### config.mk
export PLATFORM = sky130hd
export DESIGN_NAME = pack_phrase_flat
export DESIGN_NICKNAME = d
export VERILOG_FILES = /design/src/rtl/pack_phrase_if.sv /design/src/rtl/pack_phrase.sv /design/src/flat_wrapper.sv
export SDC_FILE = /design/constraint.sdc
export NUM_CORES = 1
export LEC_CHECK = 0
export CAP_MARGIN = 20
export CELL_PAD_IN_SITES_DETAIL_PLACEMENT = 0
export CELL_PAD_IN_SITES_GLOBAL_PLACEMENT = 1
export CORE_ASPECT_RATIO = 0.7
export CORE_MARGIN = 2
export CORE_UTILIZATION = 30
export CTS_CLUSTER_SIZE = 28
export DETAILED_ROUTE_END_ITERATION = 10
export PLACE_DENSITY = 0.65
export SLEW_MARGIN = 30
export SYNTH_ARGS = -nofsm -noshare
export SYNTH_HDL_FRONTEND = slang
export SYNTH_SLANG_ARGS = --single-unit
### constraint.sdc
create_clock -name clk_in -period 2.3 [get_ports clk_in]
set_input_delay 0.23 -clock clk_in [delete_from_list [all_inputs] [get_ports clk_in]]
set_output_delay 0.23 -clock clk_in [all_outputs]
set_load 0.005 [all_outputs]
### src/rtl/pack_phrase_if.sv
// Word-in / phrase-out stream bundle for pack_phrase.
// master is the side that sources words and sinks phrases; slave is the packer.
interface pack_phrase_if;
  logic         valid_word;
  logic         ready_word;
  logic [15:0]  word;
  logic         word_last;
  logic         valid_phrase;
  logic         ready_phrase;
  logic [127:0] phrase_data;
  logic         phrase_last;
  logic [3:0]   phrase_count;

  modport master (
    output valid_word, word, word_last, ready_phrase,
    input  ready_word, valid_phrase, phrase_data, phrase_last, phrase_count
  );

  modport slave (
    input  valid_word, word, word_last, ready_phrase,
    output ready_word, valid_phrase, phrase_data, phrase_last, phrase_count
  );
endinterface

### src/rtl/pack_phrase.sv
// Packs 16-bit words into 128-bit phrases (word 0 in [15:0]); an end-of-frame word
// forces out a padded partial phrase so frames always start on a phrase boundary.
module pack_phrase #(
  parameter logic [15:0] PAD_WORD = 16'h0000
) (
  input  logic         clk_in,
  input  logic         rst_in,
  pack_phrase_if.slave bus
);

  typedef enum logic {StFill, StFlush} state_t;

  state_t       r_state;
  logic [127:0] r_acc;
  logic [2:0]   r_cnt;
  logic [127:0] r_data;
  logic [3:0]   r_count;
  logic         r_last;
  logic         r_valid;

  logic         w_out_free;
  logic         w_ready_word;
  logic         w_accept;
  logic [3:0]   w_keep;
  logic [127:0] w_phrase;

  assign w_out_free   = !r_valid || bus.ready_phrase;
  assign w_ready_word = (r_state == StFill) && (w_out_free || (r_cnt != 3'd7));
  assign w_accept     = bus.valid_word && w_ready_word;

  // In FILL the incoming word is a real lane; in FLUSH only the stored lanes count.
  assign w_keep = (r_state == StFill) ? ({1'b0, r_cnt} + 4'd1) : {1'b0, r_cnt};

  always_comb begin
    w_phrase = '0;
    for (int i = 0; i < 8; i++) begin
      if (4'(i) >= w_keep) begin
        w_phrase[i*16 +: 16] = PAD_WORD;
      end else if (3'(i) == r_cnt) begin
        w_phrase[i*16 +: 16] = bus.word;
      end else begin
        w_phrase[i*16 +: 16] = r_acc[i*16 +: 16];
      end
    end
  end

  always_ff @(posedge clk_in or negedge rst_in) begin
    if (!rst_in) begin
      r_state <= StFill;
      r_acc   <= '0;
      r_cnt   <= '0;
      r_data  <= '0;
      r_count <= '0;
      r_last  <= 1'b0;
      r_valid <= 1'b0;
    end else begin
      // A load below overrides this, giving back-to-back phrases without a bubble.
      if (r_valid && bus.ready_phrase) r_valid <= 1'b0;
      unique case (r_state)
        StFill: begin
          if (w_accept) begin
            if ((r_cnt == 3'd7) || (bus.word_last && w_out_free)) begin
              r_data  <= w_phrase;
              r_count <= w_keep;
              r_last  <= bus.word_last;
              r_valid <= 1'b1;
              r_cnt   <= '0;
              r_acc   <= '0;
            end else begin
              r_acc[{r_cnt, 4'b0000} +: 16] <= bus.word;
              r_cnt <= r_cnt + 3'd1;
              if (bus.word_last) r_state <= StFlush;
            end
          end
        end
        StFlush: begin
          if (w_out_free) begin
            r_data  <= w_phrase;
            r_count <= w_keep;
            r_last  <= 1'b1;
            r_valid <= 1'b1;
            r_cnt   <= '0;
            r_acc   <= '0;
            r_state <= StFill;
          end
        end
      endcase
    end
  end

  assign bus.ready_word   = w_ready_word;
  assign bus.valid_phrase = r_valid;
  assign bus.phrase_data  = r_data;
  assign bus.phrase_last  = r_last;
  assign bus.phrase_count = r_count;

endmodule

### src/flat_wrapper.sv
// flat-port wrapper written by rule: the top's interface ports become plain ports
module pack_phrase_flat 
#(
  parameter logic [15:0] PAD_WORD = 16'h0000
)
  (clk_in, rst_in, bus_valid_word, bus_word, bus_word_last, bus_ready_phrase, bus_ready_word, bus_valid_phrase, bus_phrase_data, bus_phrase_last, bus_phrase_count);
  pack_phrase_if bus_i ();
  input  logic clk_in;
  input  logic rst_in;
  input wire logic [$bits(bus_i.valid_word)-1:0] bus_valid_word;
  input wire logic [$bits(bus_i.word)-1:0] bus_word;
  input wire logic [$bits(bus_i.word_last)-1:0] bus_word_last;
  input wire logic [$bits(bus_i.ready_phrase)-1:0] bus_ready_phrase;
  output wire logic [$bits(bus_i.ready_word)-1:0] bus_ready_word;
  output wire logic [$bits(bus_i.valid_phrase)-1:0] bus_valid_phrase;
  output wire logic [$bits(bus_i.phrase_data)-1:0] bus_phrase_data;
  output wire logic [$bits(bus_i.phrase_last)-1:0] bus_phrase_last;
  output wire logic [$bits(bus_i.phrase_count)-1:0] bus_phrase_count;
  assign bus_i.valid_word = bus_valid_word;
  assign bus_i.word = bus_word;
  assign bus_i.word_last = bus_word_last;
  assign bus_i.ready_phrase = bus_ready_phrase;
  assign bus_ready_word = bus_i.ready_word;
  assign bus_valid_phrase = bus_i.valid_phrase;
  assign bus_phrase_data = bus_i.phrase_data;
  assign bus_phrase_last = bus_i.phrase_last;
  assign bus_phrase_count = bus_i.phrase_count;
  pack_phrase #(.PAD_WORD(PAD_WORD)) u_core (.clk_in(clk_in), .rst_in(rst_in), .bus(bus_i));
endmodule
* Word-level counts from Yosys, hierarchy flattened
Cells that the tools add are included.
** Word-level totals
- Register bits after elaboration :: 266
- Word-level logic and storage cells :: 92
** Cells by class
- $add $sub $neg :: 3
- $lt $le $gt $ge :: 8
- Eq/ne operators :: 12
- Shifts and indexed selects :: 2
- Muxes and demuxes :: 48
- Bitwise logic cells :: 1
- Reduce and logical (&&, ||, !) cells :: 11
** Operators with widths (number)
- $mux 128 :: 6
- $pmux 128 s2 :: 2
- $mux 16 :: 16
- $bwmux 128 :: 1
- $shift 16x9->128 const A :: 1
- $shiftx 16x9->128 :: 1
- $ge 3x4->1 const A :: 4
- $mux 4 :: 4
- $eq 3x3->1 const A :: 4
- $mux 1 :: 11
- $mux 3 :: 3
- $neg 7->9 :: 1
- $ge 1x4->1 const A :: 2
- $ge 2x4->1 const A :: 2
- $pmux 4 s2 :: 1
- $eq 2x3->1 const A :: 2
- $pmux 1 s2 :: 3
- $pmux 3 s2 :: 1
- $add 3x1->4 const B :: 1
- $logic_and 1x1->1 :: 4
- $ne 2x2->1 const B :: 2
- $add 3x1->3 const B :: 1
- $eq 1x3->1 const A :: 1
- $eq 3x3->1 const B :: 1
- 8 further kinds :: 10

* Logic depth before layout (Yosys ltp)
- Depth in word-level cells :: 7
- Mapped depth :: 9

* Worst setup path after synthesis
No wires, ideal clock.
- Kind :: reg2reg
- From :: register u_core.r_cnt[1]
- To :: register u_core.r_acc[102]
- Setup time :: 0.080 ns
- Arrival :: 2.273 ns
- Path slack :: -0.053 ns
- Stages on the path, launching flop included :: 10
- Buffers on the path :: 3
- Cell sequence :: dfrtp_1 > inv_1 > ha_1 > ha_1 > buf_2 > nand2b_1 > nor4b_1 > buf_2 > buf_6 > mux2i_1
** Between the ends
- Longest elaborated chain between the ends :: 6
- Elaborated cells between the ends (all ways) :: 15
- Those cells by class :: add/sub (1); eq/ne (3); shift (2); mux (4); reduce/logical (5)
** RTL lines
- start, declared :: RTL line pack_phrase.sv:15 : logic [2:0] r_cnt;
- start signal, assigned :: RTL line pack_phrase.sv:71 : r_cnt <= r_cnt + 3'd1;
- $neg 7->9 / $ne 3x3->1 (equally long branches) :: RTL line pack_phrase.sv:70, pack_phrase.sv:28
- $shiftx 16x9->128, or another cell as far along :: RTL line pack_phrase.sv:70 : r_acc[{r_cnt, 4'b0000} +: 16] <= bus.word;
- $bwmux 128 / $logic_and 1x1->1 (equally long branches) :: RTL line pack_phrase.sv:70, pack_phrase.sv:28
- $mux 128 / $logic_and 1x1->1 (equally long branches) :: RTL line pack_phrase.sv:62, pack_phrase.sv:29
- $mux 128 / $ne 2x1->1 (equally long branches)
- $pmux 128 s2 / $reduce_and 2->1 (equally long branches)
- end signal, assigned by index :: RTL line pack_phrase.sv:70
- end, declared :: RTL line pack_phrase.sv:14 : logic [127:0] r_acc;
Several ways; a longest one is shown, not always the timed one. The select of a mux whose other input is x is not followed.
A chain may end at the register's enable or synchronous reset.

* Worst setup path after layout
- From :: register u_core.r_cnt[2]
- To :: register u_core.r_data[110], in the netlist u_core.bus.phrase_data[110]
** Between the ends
- Longest elaborated chain between the ends :: 7
- Elaborated cells between the ends (all ways) :: 19
- Those cells by class :: add/sub (1); order compare (1); eq/ne (5); mux (7); reduce/logical (5)
** RTL lines
- $add 3x1->4 :: RTL line pack_phrase.sv:32 : assign w_keep = (r_state == StFill) ? ({1'b0, r_cnt} + 4'd1) : {1'b0, r_cnt};
- $mux 4 :: RTL line pack_phrase.sv:32
- $ge 3x4->1 :: RTL line pack_phrase.sv:37 : if (4'(i) >= w_keep) begin
- $mux 16 :: RTL line pack_phrase.sv:37
- $mux 128 :: RTL line pack_phrase.sv:62 : if ((r_cnt == 3'd7) || (bus.word_last && w_out_free)) begin
- $mux 128 :: RTL line pack_phrase.sv:61 : if (w_accept) begin
- $pmux 128 s2 :: RTL line pack_phrase.sv:59 : unique case (r_state)
- end signal, assigned :: RTL line pack_phrase.sv:63 : r_data <= w_phrase;
- end signal, assigned :: RTL line pack_phrase.sv:78 : r_data <= w_phrase;
- end, declared :: RTL line pack_phrase.sv:16 : logic [127:0] r_data;
Several ways; a longest one is shown, not always the timed one. The select of a mux whose other input is x is not followed.

==> results by group <==
Drt
  – Met3 Wirelength: 2.578 mm
  – DRT Wirelength: 41.41 mm
  – DR top layer: met4
  – WL met1: around 21 mm
  – Drt via density: between 5 and 6
  – Pre-Repair DR Iteration Count: 5
  – Total number of vias: 9368
  – 1st-iter DRT viols: ~980
  – Detail Route Antenna Nets: 0
  – Routed len/inst: around 23 µm
  – Routed wl met2: approximately 17 mm
  – DRC errors left: 0

Place
  – Placer congestion estimate: about 0.85
  – Port buffer count: 155
  – Placed cell areas: 14730 µm²
  – Dpl cells: between 1500 and 2000
  – Post-DP HPWL: between 20 and 30 mm
  – Worst slack, placed: -0.03084 ns

Power
  – Switching share of power: 0.3089
  – Peak supply drop: slightly above 0.5 mV
  – Final Power: about 14 mW
  – PD cells: roughly 860 nW/µm²
  – Sw Pwr: between 4 and 5 mW
  – Share of power burned in registers: 0.401
  – LEAKAGE: about 7 nW
  – Comb pwr share: 0.254
  – Clock share of power: 0.345
  – Cell-internal power: about 9.5 mW

Global route
  – Largest net degree at the start of global routing: just under 60
  – All-Layer GR Usage: 0.1955
  – Grt ovf: 0
  – First-pass GRT wire length: approximately 62 mm
  – Antenna violations before repair: 0
  – Number of global-route vias before repair: slightly above 9000

STA
  – # setup viols final: 0
  – Worst-Margin Slew: ~0.75 ns
  – Slew Limit Fails: 0
  – Min Clock Period, post-route: between 2 and 2.5 ns
  – Hold slack final: between 0.2 and 0.25 ns
  – TNS Setup: 0 ns
  – Slack of the critical path: just under 0.06 ns
  – Post-route clock period utilization: 0.9747
  – Max_slew headroom: 0.5002
  – Final hold violations: 0
  – Clock Skews: approximately 0.017 ns
  – Fmax: 446.1 MHz

Clock tree
  – CTS Buffer Depth: 3
  – CTS Root Cell: clkbuf_16
  – Cts bufs inserted: 29
  – CTS sink count: between 200 and 300
  – Clock Pin Slew Worst Setup and Hold Paths: 0.06 ns
  – CTS tree: yes
  – H-tree Lvls: 1
  – Clk Latency, worst-skew pair: between 0.5 and 0.6 ns

Floorplan
  – Die W: about 240 µm
  – Die Y: roughly 170 µm
  – Num rows: between 60 and 70
  – Die area: between 40000 and 50000 µm²
  – Core outline area: 39540 µm²
  – IO Count: approximately 160
  – Initial core utilization: 0.3028

Cells and area
  – Area growth syn-to-layout: 32.63%
  – Final Non-Filler Cells: 1836
  – Share of cells above drive strength 1: 0.1368
  – Antenna cell count: 0
  – Final #Nets: about 1300
  – Final design utilization: 0.4016
  – Finished Cell Area: 15880 µm²

Worst setup path
  – Critical path type: flop to flop
  – Worst Reg-to-Reg Cells: 8
  – R2R Path End: u_core.bus.phrase_data[110]
  – CP Launch Type: flop
  – Critical Path AT: roughly 2.7 ns
  – Critical Path Fanout Max: 8
  – Reg2Reg Setup Slack: 0.06 ns
  – Critical Path RT: approximately 2.7 ns
  – Critical path endpoint category: flop
  – R2R Path Start: u_core.r_cnt[2]

Hold path
  – Hold Crit Class: input pin to async pin

Outcome
  – Run status: finished clean

Yosys
  – Yosys warnings: 0
  – Top_reg_cell synth: dfrtp_1
  – Mean Syn Cell Area: ~11 µm²
  – Cells after synthesis: around 1100
  – Synthesized Nets: around 1100
  – Yosys reg bits: about 270
  – Post-synth cell types: 48
  – Syn Std Cell Area: 11970 µm²
  – Seq/Total Area, Yosys: 0.5560
  – Number of synthesized flops with an enable pin: 0
  – Synth async-reset ratio: 1.000

Flow run
  – Max cap viols: 0
## cell families after synthesis
group / share of synthesized area
muxes: 0.1471
and+or+nand+nor: 0.1069
adders and majority gates: 0.009406
DFF: 0.5560
AOI/OAI and AO/OA: 0.1403
buffers and inverters: 0.03950
xor gates and xnor gates: 0.0007317
## state kept, by name, summed over array words and instances, names as in the netlist
register,flops
u_core.bus.phrase_count,4
u_core.bus.phrase_last,1
u_core.r_state,1
u_core.bus.phrase_data,128
u_core.r_cnt,3
u_core.r_acc,128
u_core.bus.valid_phrase,1
## layer usage
metal,up-vias,global-route usage
li1,4274,-
met1,4760,0.3081
met2,287,0.2747
met3,47,0.03843
met4,0,0.03468
met5,-,0
## power groups by stage
stage | sequential [mW] | clock [mW] | combinational, mW
final | 5.49 | 4.72 | 3.48
after global routing | 5.55 | 4.99 | 3.76
after CTS | 5.49 | 4.79 | 3.36
after detailed placement | 5.57 | 0 | 3.34
after global placement | 5.57 | 0 | 3.31
after floorplan | 5.50 | 0 | 1.65
## critical path, cell delays in order, from the launching register on
cell	delay [ns]
dfrtp_1	0.46
inv_2	0.10
buf_4	0.18
ha_2	0.41
nor2_4	0.06
and3_1	0.18
o21ai_2	0.25
clkdlybuf4s18_2	0.35
o21ai_0	0.12
## repair_timing
action,CTS,global route
hold endpoints to repair,51,0
hold buffers,1,0
setup endpoints to repair,17,93
pin swaps,0,3
gates cloned,0,3
setup buffers,0,1
gates resized for setup,6,23
## synth_stat cells, types with 2 or more instances
library cell | number | area (µm²)
and2_1 | 4 | 25.02
mux2i_1 | 176 | 1762
nand2_1 | 211 | 792.0
buf_1 | 6 | 22.52
dfrtp_1 | 266 | 6656
o2111ai_1 | 2 | 17.52
inv_1 | 5 | 18.77
a21oi_2 | 3 | 26.28
buf_6 | 4 | 45.04
o21ai_0 | 102 | 510.5
clkbuf_1 | 56 | 210.2
nor3_1 | 2 | 10.01
ha_1 | 9 | 112.6
nand3_1 | 46 | 230.2
o22ai_1 | 2 | 12.51
nor2b_1 | 5 | 31.28
buf_2 | 27 | 135.1
a32o_1 | 20 | 200.2
o31ai_1 | 80 | 600.6
nand2b_1 | 3 | 18.77
o2bb2ai_1 | 16 | 140.1
a21oi_1 | 5 | 25.02
o21a_1 | 3 | 22.52
nor2_1 | 7 | 26.28
buf_4 | 5 | 37.54
or2_2 | 3 | 18.77
o41ai_1 | 4 | 35.03
a31oi_1 | 2 | 12.51
## how the worst max path moves through the flow
stage | startpoint | end | slack, ns | depth (start not counted)
after floorplan | u_core.r_cnt[1] | u_core.r_acc[70] | 0.01 | 8
after global placement | u_core.r_cnt[0] | u_core.r_acc[27] | -0.001 | 7
after detailed placement | u_core.r_cnt[0] | u_core.r_acc[30] | -0.03 | 7
after CTS | u_core.r_cnt[0] | u_core.r_acc[111] | 0.0007 | 7
after global routing | u_core.r_cnt[0] | u_core.r_acc[57] | -0.003 | 7
final | u_core.r_cnt[2] | u_core.bus.phrase_data[110] | 0.06 | 8
## placed cells by master, fill, tap and decap left out, types with 5 or more instances in the layout
cell type and instances:
buf_4 77, inv_1 5, nor2_1 5, o31ai_1 80, clkbuf_8 8, mux2i_1 176
nand2_1 207, buf_12 18, clkdlybuf4s50_1 153, ha_1 5, dfrtp_1 265, nor2b_1 5
o2bb2ai_1 16, clkbuf_16 31, nand3_1 46, a32o_1 20, o21ai_0 99, clkbuf_1 5
## area by class of cell
type	count	area, µm²
Fill cell	3891	23660
Tap cell	535	669.4
Timing Repair Buffer	256	2603
Clock buffer	42	854.6
Inverter	6	22.52
Multi-Input combinational cell	724	4985
Sequential cell	266	6658
Clock inverter	7	87.58
Note: power is estimated with default switching activity, not from simulation.
